$ cat src/rtl/dmem_bridge_pkg.sv
// dmem_bridge_pkg: shared state encoding and default timeout for the data-memory bridge
package dmem_bridge_pkg;

    typedef enum logic [1:0] {
        ST_IDLE,
        ST_REQ,
        ST_WAIT,
        ST_DONE
    } state_e;

    localparam int DEF_TIMEOUT = 255;

endpackage

$ cat src/rtl/dmem_timer.sv
// dmem_timer: saturating wait-cycle counter with a timeout pulse on its last allowed cycle
module dmem_timer
    import dmem_bridge_pkg::*;
#(
    parameter int MAX = DEF_TIMEOUT,
    localparam int W  = $clog2(MAX + 1)
) (
    input  logic clk_i,
    input  logic rst_ni,
    input  logic clr_i,
    input  logic en_i,
    output logic tmo_o
);

    logic [W-1:0] cnt_q;

    // count enabled cycles from zero, holding at MAX rather than wrapping
    always_ff @(posedge clk_i or negedge rst_ni) begin
        if (!rst_ni) begin
            cnt_q <= '0;
        end else if (clr_i) begin
            cnt_q <= '0;
        end else if (en_i && cnt_q != W'(MAX)) begin
            cnt_q <= cnt_q + W'(1);
        end
    end

    // the cycle that would bring the count to MAX is the last one allowed
    assign tmo_o = en_i && (cnt_q == W'(MAX - 1));

endmodule

$ cat src/rtl/dmem_bridge.sv
// dmem_bridge: MEM-stage load/store to valid/ready memory bus bridge with response timeout
module dmem_bridge
    import dmem_bridge_pkg::*;
#(
    parameter int XLEN    = 32,
    parameter int TIMEOUT = DEF_TIMEOUT
) (
    input  logic            clk_i,
    input  logic            rst_ni,
    input  logic            cpu_load_i,
    input  logic            cpu_store_i,
    input  logic [XLEN-1:0] cpu_addr_i,
    input  logic [XLEN-1:0] cpu_wdata_i,
    output logic [XLEN-1:0] cpu_rdata_o,
    output logic            stall_o,
    output logic            bus_req_valid_o,
    input  logic            bus_req_ready_i,
    output logic            bus_we_o,
    output logic [XLEN-1:0] bus_addr_o,
    output logic [XLEN-1:0] bus_wdata_o,
    input  logic            bus_resp_valid_i,
    input  logic [XLEN-1:0] bus_rdata_i,
    output logic            bus_error_o
);

    state_e          state_q;
    logic [XLEN-1:0] addr_q;
    logic [XLEN-1:0] wdata_q;
    logic [XLEN-1:0] hold_q;
    logic            we_q;
    logic            err_q;
    logic            tmo;

    dmem_timer #(.MAX(TIMEOUT)) u_timer (
        .clk_i  (clk_i),
        .rst_ni (rst_ni),
        .clr_i  (state_q != ST_WAIT),
        .en_i   (state_q == ST_WAIT),
        .tmo_o  (tmo)
    );

    // access sequencer: latch request, present it until accepted, await response or timeout
    always_ff @(posedge clk_i or negedge rst_ni) begin
        if (!rst_ni) begin
            state_q <= ST_IDLE;
            addr_q  <= '0;
            wdata_q <= '0;
            hold_q  <= '0;
            we_q    <= 1'b0;
            err_q   <= 1'b0;
        end else begin
            case (state_q)
                ST_IDLE: if (cpu_load_i || cpu_store_i) begin
                    addr_q  <= cpu_addr_i;
                    wdata_q <= cpu_wdata_i;
                    we_q    <= cpu_store_i;
                    state_q <= ST_REQ;
                end
                ST_REQ: if (bus_req_ready_i) begin
                    if (bus_resp_valid_i) hold_q <= bus_rdata_i;
                    state_q <= bus_resp_valid_i ? ST_DONE : ST_WAIT;
                end
                ST_WAIT: if (bus_resp_valid_i) begin
                    hold_q  <= bus_rdata_i;
                    state_q <= ST_DONE;
                end else if (tmo) begin
                    hold_q  <= '0;
                    err_q   <= 1'b1;
                    state_q <= ST_DONE;
                end
                default: state_q <= ST_IDLE;
            endcase
        end
    end

    // reset gating keeps stall low while the CPU may still be presenting a request
    assign stall_o         = rst_ni && (state_q == ST_REQ || state_q == ST_WAIT ||
                                        (state_q == ST_IDLE && (cpu_load_i || cpu_store_i)));
    assign bus_req_valid_o = state_q == ST_REQ;
    assign bus_we_o        = we_q;
    assign bus_addr_o      = addr_q & ~XLEN'(3);
    assign bus_wdata_o     = wdata_q;
    assign cpu_rdata_o     = hold_q;
    assign bus_error_o     = err_q;

endmodule

$ cat config.mk
export PLATFORM = sky130hd
export DESIGN_NAME = dmem_bridge
export DESIGN_NICKNAME = d
export VERILOG_FILES = /design/src/rtl/dmem_bridge_pkg.sv /design/src/rtl/dmem_timer.sv /design/src/rtl/dmem_bridge.sv
export SDC_FILE = /design/constraint.sdc
export NUM_CORES = 1
export LEC_CHECK = 0
export CORE_MARGIN = 3
export CORE_UTILIZATION = 35
export CTS_CLUSTER_DIAMETER = 50
export DETAILED_ROUTE_END_ITERATION = 6
export MAX_ROUTING_LAYER = met4
export PLACE_DENSITY = 0.7
export SLEW_MARGIN = 0
export SYNTH_ARGS = -nofsm -noshare
export SYNTH_HDL_FRONTEND = slang
export SYNTH_HIERARCHICAL = 1
export SYNTH_SLANG_ARGS = --single-unit
export TNS_END_PERCENT = 5
$ cat constraint.sdc
create_clock -name clk_i -period 6.2 [get_ports clk_i]
set_input_delay 0.62 -clock clk_i [delete_from_list [all_inputs] [get_ports clk_i]]
set_output_delay 0.62 -clock clk_i [all_outputs]
set_load 0.03 [all_outputs]
Word-level counts from Yosys, hierarchy flattened
Index checks and enable logic that the tools add are counted.

word-level totals
  memory bits (read-only) = 0
  register bits after elaboration = 108
  input bits = 102
  RAM bits = 0
  bits in latches = 0
  output and inout bits = 100
  memories = 0

operators by class
  $mul = 0
  magnitude comparators = 0
  reduce and logical (&&, ||, !) cells = 14
  shift-type cells = 0
  $add $sub $neg = 1
  bitwise logic cells = 1
  muxes and demuxes = 13
  equal/unequal tests = 9
  divide/modulo/power cells = 0

operator list
  cell                 count
  $mux 32              4
  $pmux 32 s2          1
  $mux 8               2
  $add 8x1->8 const B  1
  $eq 8x8->1 const B   1
  $mux 2               4
  $ne 8x8->1 const B   1
  $ne 2x1->1 const B   3
  $pmux 2 s3           1
  $reduce_and 3->1     2
  $logic_and 1x1->1    4
  $reduce_and 4->1     1
  $reduce_bool 2->1    2
  $logic_or 1x1->1     3
  $ne 3x3->1 const B   1
  $eq 2x1->1 const B   1
  $eq 2x2->1 const B   1
  $logic_not 2->1      1
  $ne 2x2->1 const B   1
  $reduce_and 2->1     1
  $mux 1               1
  $not 1->1            1

Longest topological paths before layout
Gate-level depths: netlist of the first run.

  depth in word-level cells = 5
  gate-level depth with buffers = 8

By module
The synthesis of the first run kept the hierarchy.

by module, submodules not included
  module       sequential area each (µm²)  cells each  instances  area an instance (µm²)
  dmem_bridge  2,452.4                     235         1          3,766.1
  dmem_timer   200.2                       51          1          500.5

Least setup slack after synthesis of the first run
OpenSTA, ideal clock, no wires.

  path type = flip-flop to output port
  from = register state_q[0]
  to = output stall_o
  required time = 5.580 ns
  path slack = 3.827 ns
  path buffers = 1
  cell stages (with the launch flop) = 6
  arrival = 1.753 ns
  cell sequence = dfrtp_1 -> inv_1 -> ha_1 -> o21ai_4 -> buf_6 -> a21boi_0

on the way
  cells in the longest elaborated chain, start to end = 4
  elaborated cells on any way between the ends = 7
  classes of those cells = eq/ne (2); reduce/logical (5)

RTL lines
  element                                                       RTL line                              source
  from (decl)                                                   dmem_bridge.sv:26                     state_e state_q;
  from (signal assigned)                                        dmem_bridge.sv:61                     state_q <= bus_resp_valid_i ? ST_DONE : ST_WAIT;
  $eq 2x1->1 (tied with other cells)                            dmem_bridge.sv:77                     assign stall_o = rst_ni && (state_q == ST_REQ || state_q == ST_WAIT ||
  $logic_or 1x1->1 / $logic_and 1x1->1 (equally long branches)  dmem_bridge.sv:77, dmem_bridge.sv:78
  $logic_or 1x1->1 *                                            dmem_bridge.sv:77
  $logic_and 1x1->1 *                                           dmem_bridge.sv:77
  to (decl)                                                     dmem_bridge.sv:15                     output logic stall_o,

Mark *: on every way between the ends. The rest lies on a longest branch, timed or not.

Worst setup path in the final report of the first run
Ends and elaborated chain as after synthesis.

==> results of run 1 <==
-- per-stage QoR --
step	cells	area, um2
detailed placement	616	6330
CTS	632	6690
floorplan	287	4270
global route	632	6690
finish	632	6690
global placement	616	6330
-- sequential cells by signal, indices dropped and copies added (netlist names) --
name / flops
bus_we_o: 1
bus_wdata_o: 32
addr_q: 30
cpu_rdata_o: 32
bus_error_o: 1
u_timer/cnt_q: 8
state_q: 2
-- cell families (layout without fill, tap and decap cells) --
kind of cell               after synthesis  in the layout  share of synthesized area, %
muxes                                   69             69                          18.2
and+or+nand+nor                         30             30                          3.90
DFF                                    106            106                          62.2
other                                    1              2                        0.0879
AOI/OAI and AO/OA                       48             48                          10.0
buffers and inverters                   25            227                          3.61
adders and majority gates                7              7                          2.05
-- power by group --
| part | internal [mW] | switching (mW) | total, mW |
|---|---|---|---|
| logic | 0.953 | 1.12 | 2.08 |
| registers | 1.02 | 0.172 | 1.19 |
| clock network | 0.417 | 0.250 | 0.667 |
| total | 2.39 | 1.54 | 3.93 |
-- per-layer routing --
metal  vias to the layer above  GRT usage [%]
met3                        12           4.56
met4                         0           6.88
met2                       145           27.1
li1                       1427              -
met5                         -              -
met1                      1539           20.7
-- worst min-delay path by stage --
| stage | startpoint | slack (ns) | end |
|---|---|---|---|
| 3_3_place_gp | bus_error_o | 0.46 | bus_error_o |
| 6_report | rst_ni | 0.21 | addr_q[14] |
| 5_1_grt | rst_ni | 0.22 | bus_wdata_o[6] |
| 3_5_place_dp | bus_error_o | 0.46 | bus_error_o |
| 4_1_cts | rst_ni | 0.20 | bus_wdata_o[6] |
| 2_1_floorplan | rst_ni | 0.32 | addr_q[10] |
-- worst max-delay path: stages, from the launching register on --
cell,delay [ns]
dfrtp_1,0.41
inv_1,0.13
ha_1,0.31
o21ai_4,0.08
a21boi_0,0.18
clkdlybuf4s50_1,0.72
-- area by class of cell --
| type | count | area share [%] |
|---|---|---|
| timing repair buffer | 201 | 29.9 |
| inverter | 10 | 0.561 |
| tap | 143 | 2.68 |
| sequential | 106 | 39.7 |
| multi-input combinational | 156 | 21.9 |
| clock buffer | 12 | 3.84 |
| clock inverter | 4 | 1.46 |
-- placed cells by master (no fill, tap or decap), types with 3 or more instances in the layout --
cell type,Yosys,final
nor2b_1,4,4
mux2_2,58,58
a21oi_1,3,3
bufinv_16,0,3
mux2_1,9,9
nand2_1,5,5
clkbuf_16,0,9
a211oi_1,5,5
ha_1,7,7
buf_4,2,5
nor3_1,3,3
nor2_1,7,7
nand3_1,3,3
a22o_1,32,32
inv_1,10,10
dfrtp_1,106,106
clkdlybuf4s50_1,0,196
==> run_results.csv, run 1 <==
group,metric,value,unit
outcome,outcome,"finished clean",
global_routing,grt_overflow,0,
critical_path,r2r_slack,3.63,ns
synthesis,yosysWarnings,6,
final_layout,syn_to_final_growth,56.7,%
die,die-area,13600,um2
sta,post-route-period-util,45.0,%
cts,cts_sinks,106,
sta,fmax,0.358,GHz
final_layout,nNetsFinal,593,
route,highest_layer,"met4",
critical_path,crit_fanout,4,
route,wl_per_cell,17.9,um
sta,relSlewSlack,34.0,%
die,num_rows,39,
route,wl_met2,5210,um
cts,htreeDepth,3,
critical_path,arrival,2.17,ns
cts,cts_setup_buffers,0,
place,dp_slack,3.44,ns
route,wl_met1,4920,um
place,portBuffers,197,
route,vias,3123,
final_layout,multi_input_area,1460,um2
route,wl_met3,954,um
synthesis,synth_edf_count,0,
sta,holdWs,0.211,ns
power_and_ir_drop,ir_drop,0.356,mV
die,die_h,116,um
global_routing,grt_max_degree,79,
critical_path,r2r-end,"cpu_rdata_o[4]",
final_layout,fin_util,57.3,%
sta,worst_slack,3.41,ns
final_layout,nFillCells,994,
sta,period_needed,2.79,ns
synthesis,postSynth.asyncResetShare,100,%
route,vias_per_cell,4.94,
synthesis,synth.largest_area_cell,"dfrtp_1",
final_layout,diodes,0,
synthesis,ys_types,34,
sta,rsz0062_at_grt,"false",
flow_run,cap_violations,0,
power_and_ir_drop,total_power,3.93,mW
critical_path,cp_data_required_time,5.58,ns
synthesis,synth.area.top_cells,"dfrtp_1, mux2_2, a22o_1",
critical_path,crit_start,"state_q[0]",
sta,finalHoldViolCount,0,
cts,clk_latency,0.35,ns
die,io_pins,202,
final_layout,regArea,2650,um2
sta,setup-tns-final,0,ns
cts,ctsHoldBuffers,0,
sta,tightest_slew,0.990,ns
synthesis,synth_common_cells,"dfrtp_1, mux2_2, a22o_1",
sta,drv_slew,0,
synthesis,yosys_register_bits,106,
hold_path,hold_path.class,"input pin to asynchronous set/reset pin",
cts,cts_buffer_depth,2,
die,die_width,116,um
synthesis,synth_flop_cell,"dfrtp_1",
synthesis,netlist_area,4270,um2
synthesis,synth_area_per_cell,14.9,um2
global_routing,track_usage,17.1,%
route,drt_iter0_markers,122,
critical_path,endpoint_kind,"primary output",
route,drtPass1Iterations,5,
place,dp_hpwl,8060,um
synthesis,yosys.area.top_type_share,62.2,%
sta,setup_viol,0,
cts,cts_made_buffers,9,
sta,finClkSkew,0.00799,ns
critical_path,r2r_start,"state_q[0]",
die,core_area,11700,um2
global_routing,grt_pass1_wl,17000,um
synthesis,yosysSeqAreaShare,62.2,%
power_and_ir_drop,p_leak,2.87,nW
place,gp_congestion,0.762,
cts,cts_resized,0,
critical_path,cp-endpoint,"stall_o",
critical_path,critPathKind,"flop to primary output",
cts,cts_tree,"yes",
critical_path,cp-start-kind,"flop",
critical_path,reg2reg_depth,8,
die,start_util,36.6,%
synthesis,yosysMostFrequentCell,"dfrtp_1",
route,routed_wl,11300,um
synthesis,syn_inst,286,
power_and_ir_drop,p_per_area,588,nW/um2
cts,root_buffer,"clkbuf_16",
route,postRouteAntennaNets,0,
final_layout,layout-drive-gt1-share,17.0,%
route,drc,0,
global_routing,grt_pass1_vias,3328,
global_routing,antenna_found_initial,0,
cts,clk_pin_slew_worst_paths,0.07,ns
Note: power is estimated with default switching activity, not from simulation.
==> run 2, diff against run 1 <==
--- a/config.mk
+++ b/config.mk
@@ -10,7 +10,7 @@
 export CTS_CLUSTER_DIAMETER = 50
 export DETAILED_ROUTE_END_ITERATION = 6
 export MAX_ROUTING_LAYER = met4
-export PLACE_DENSITY = 0.7
+export PLACE_DENSITY = 0.73
 export SLEW_MARGIN = 0
 export SYNTH_ARGS = -nofsm -noshare
 export SYNTH_HDL_FRONTEND = slang
==> constraint.sdc (replaced) <==
create_clock -name clk_i -period 2.5 [get_ports clk_i]
set_input_delay 0.25 -clock clk_i [delete_from_list [all_inputs] [get_ports clk_i]]
set_output_delay 0.25 -clock clk_i [all_outputs]
set_load 0.03 [all_outputs]
==> run_results.csv, run 2 (synthesized netlist as in run 1, its figures left out) <==
group,metric,value,unit
outcome,outcome,"complete, but fails checks",
outcome,violations,"hold timing",
die,num_rows,39,
die,start_util,36.6,%
sta,relSlewSlack,62.6,%
place,dp_hpwl,7700,um
sta,tightest_slew,0.561,ns
cts,cts_setup_buffers,0,
critical_path,cp_cell_sequence,"inv_1, ha_1, o21ai_4, buf_12, a21boi_0, buf_4",
die,die_h,116,um
sta,post-route-period-util,86.2,%
critical_path,endpoint_kind,"primary output",
cts,htreeDepth,3,
route,drc,0,
critical_path,arrival,1.91,ns
final_layout,layout_common_cells,"clkdlybuf4s50_1, dfrtp_1, mux2_2",
cts,cts_tree,"yes",
critical_path,cp_data_required_time,2.25,ns
sta,setup-tns-final,0,ns
critical_path,crit_fanout,64,
critical_path,r2r_start,"state_q[0]",
sta,finClkSkew,0.00465,ns
die,die_width,116,um
power_and_ir_drop,ir_drop,0.745,mV
cts,clk_latency,0.34,ns
critical_path,crit_cells,6,
sta,fmax,0.464,GHz
critical_path,cpPeakStageDelay,0.42,ns
route,postRouteAntennaNets,0,
route,vias_per_cell,4.82,
critical_path,cp-start-kind,"flop",
final_layout,final_common_cell,"clkdlybuf4s50_1",
critical_path,crit_slowest_cell,"dfrtp_1",
critical_path,reg2reg_depth,7,
sta,setup_viol,0,
global_routing,grt_pass1_wl,16100,um
critical_path,r2r_slack,0.54,ns
sta,period_needed,2.16,ns
power_and_ir_drop,p_per_area,1420,nW/um2
die,die-area,13600,um2
route,vias,3063,
critical_path,critPathKind,"flop to primary output",
global_routing,grt_pass1_vias,3200,
final_layout,layout-drive-gt1-share,17.9,%
critical_path,critical_path.top_delay_family,"buffers and inverters",
place,gp_congestion,0.725,
final_layout,fin_util,57.2,%
global_routing,track_usage,15.9,%
global_routing,grt_max_degree,107,
critical_path,r2r-end,"state_q[0]",
power_and_ir_drop,p_leak,2.86,nW
flow_run,cap_violations,0,
die,core_area,11700,um2
cts,ctsHoldBuffers,0,
route,routed_wl,10600,um
sta,drv_slew,0,
route,drt_iter0_markers,135,
cts,clk_pin_slew_worst_paths,0.07,ns
final_layout,nNetsFinal,596,
route,wl_per_cell,16.7,um
global_routing,grt_overflow,0,
cts,cts_made_buffers,9,
sta,rsz0062_at_grt,"false",
cts,cts_resized,0,
global_routing,antenna_found_initial,0,
place,portBuffers,197,
sta,finalHoldViolCount,7,
cts,cts_sinks,106,
critical_path,worst-path-buf-inv,3,
route,drtPass1Iterations,4,
cts,root_buffer,"clkbuf_16",
cts,cts_buffer_depth,2,
hold_path,hold_path.class,"input pin to asynchronous set/reset pin",
die,io_pins,202,
final_layout,syn_to_final_growth,56.3,%
final_layout,diodes,0,
sta,holdWs,-0.00980,ns
final_layout,nFillCells,974,
[run 2: cell count changes in the layout (fill, tap and decap cells not counted), sizes merged]
| cell | change |
|---|---|
| clkinvlp | +3 |
| clkdlybuf4s50 | -1 |
| clkinv | +1 |
| clkbuf | -1 |
| buf | +4 |
| bufinv | -3 |
[run 2: final cells by class]
| class | count | area [um2] | share of cell area (%) |
|---|---|---|---|
| Clock buffer | 11 | 253 | 3.79 |
| Clock inverter | 5 | 38.8 | 0.582 |
| Inverter | 10 | 37.5 | 0.563 |
| Multi-Input combinational cell | 156 | 1460 | 22.0 |
| Sequential cell | 106 | 2650 | 39.8 |
| Tap cell | 143 | 179 | 2.68 |
| Timing Repair Buffer | 204 | 2040 | 30.7 |
[run 2: worst max path at each step]
stage,start,endpoint
4_1_cts,state_q[1],stall_o
2_1_floorplan,state_q[0],state_q[0]
3_3_place_gp,state_q[0],state_q[0]
3_5_place_dp,state_q[0],state_q[0]
6_report,state_q[1],stall_o
5_1_grt,state_q[1],stall_o
[run 2: worst register-to-register path, cell delays in order (launching register included)]
cell      delay, ns
dfrtp_1        0.42
inv_1          0.12
ha_1           0.17
and3_1         0.15
and3_1         0.21
nor3b_1        0.07
a221oi_1       0.34
mux2_2         0.38
[run 2: report_power, final]
group,internal [mW],switching (mW)
Sequential,2.53,0.424
Combinational,2.40,2.73
Clock,0.732,0.640
Total,5.66,3.79
[run 2: metal layers]
| layer | GRT usage, % | share of wire (%) | wire [um] |
|---|---|---|---|
| met5 | - | 0 | 0 |
| met4 | 5.80 | 1.3 | 135 |
| met3 | 4.09 | 8.1 | 861 |
| met2 | 24.8 | 48 | 5120 |
| met1 | 20.1 | 42 | 4480 |
[run 2: per-stage QoR]
step / power (mW) / instances / hold slack, ns / setup WS (ns) / instance area [um2]
after global placement: 8.06 / 619 / 0.406 / 0.571 / 6380
after global routing: 9.98 / 635 / 0.0541 / 0.143 / 6670
after detailed placement: 8.16 / 619 / 0.412 / 0.551 / 6380
after CTS: 9.57 / 635 / 0.0327 / 0.287 / 6670
after floorplan: 6.04 / 287 / -0.0456 / 0.489 / 4270
final: 9.45 / 635 / -0.00980 / 0.344 / 6670
==> run 3, diff against run 2 <==
--- a/config.mk
+++ b/config.mk
@@ -9,6 +9,7 @@
 export CORE_UTILIZATION = 35
 export CTS_CLUSTER_DIAMETER = 50
 export DETAILED_ROUTE_END_ITERATION = 6
+export GPL_ROUTABILITY_DRIVEN = 0
 export MAX_ROUTING_LAYER = met4
 export PLACE_DENSITY = 0.73
 export SLEW_MARGIN = 0
==> results of run 3 <==
The final DEF is identical to that of run 2; final timing and power are the same.
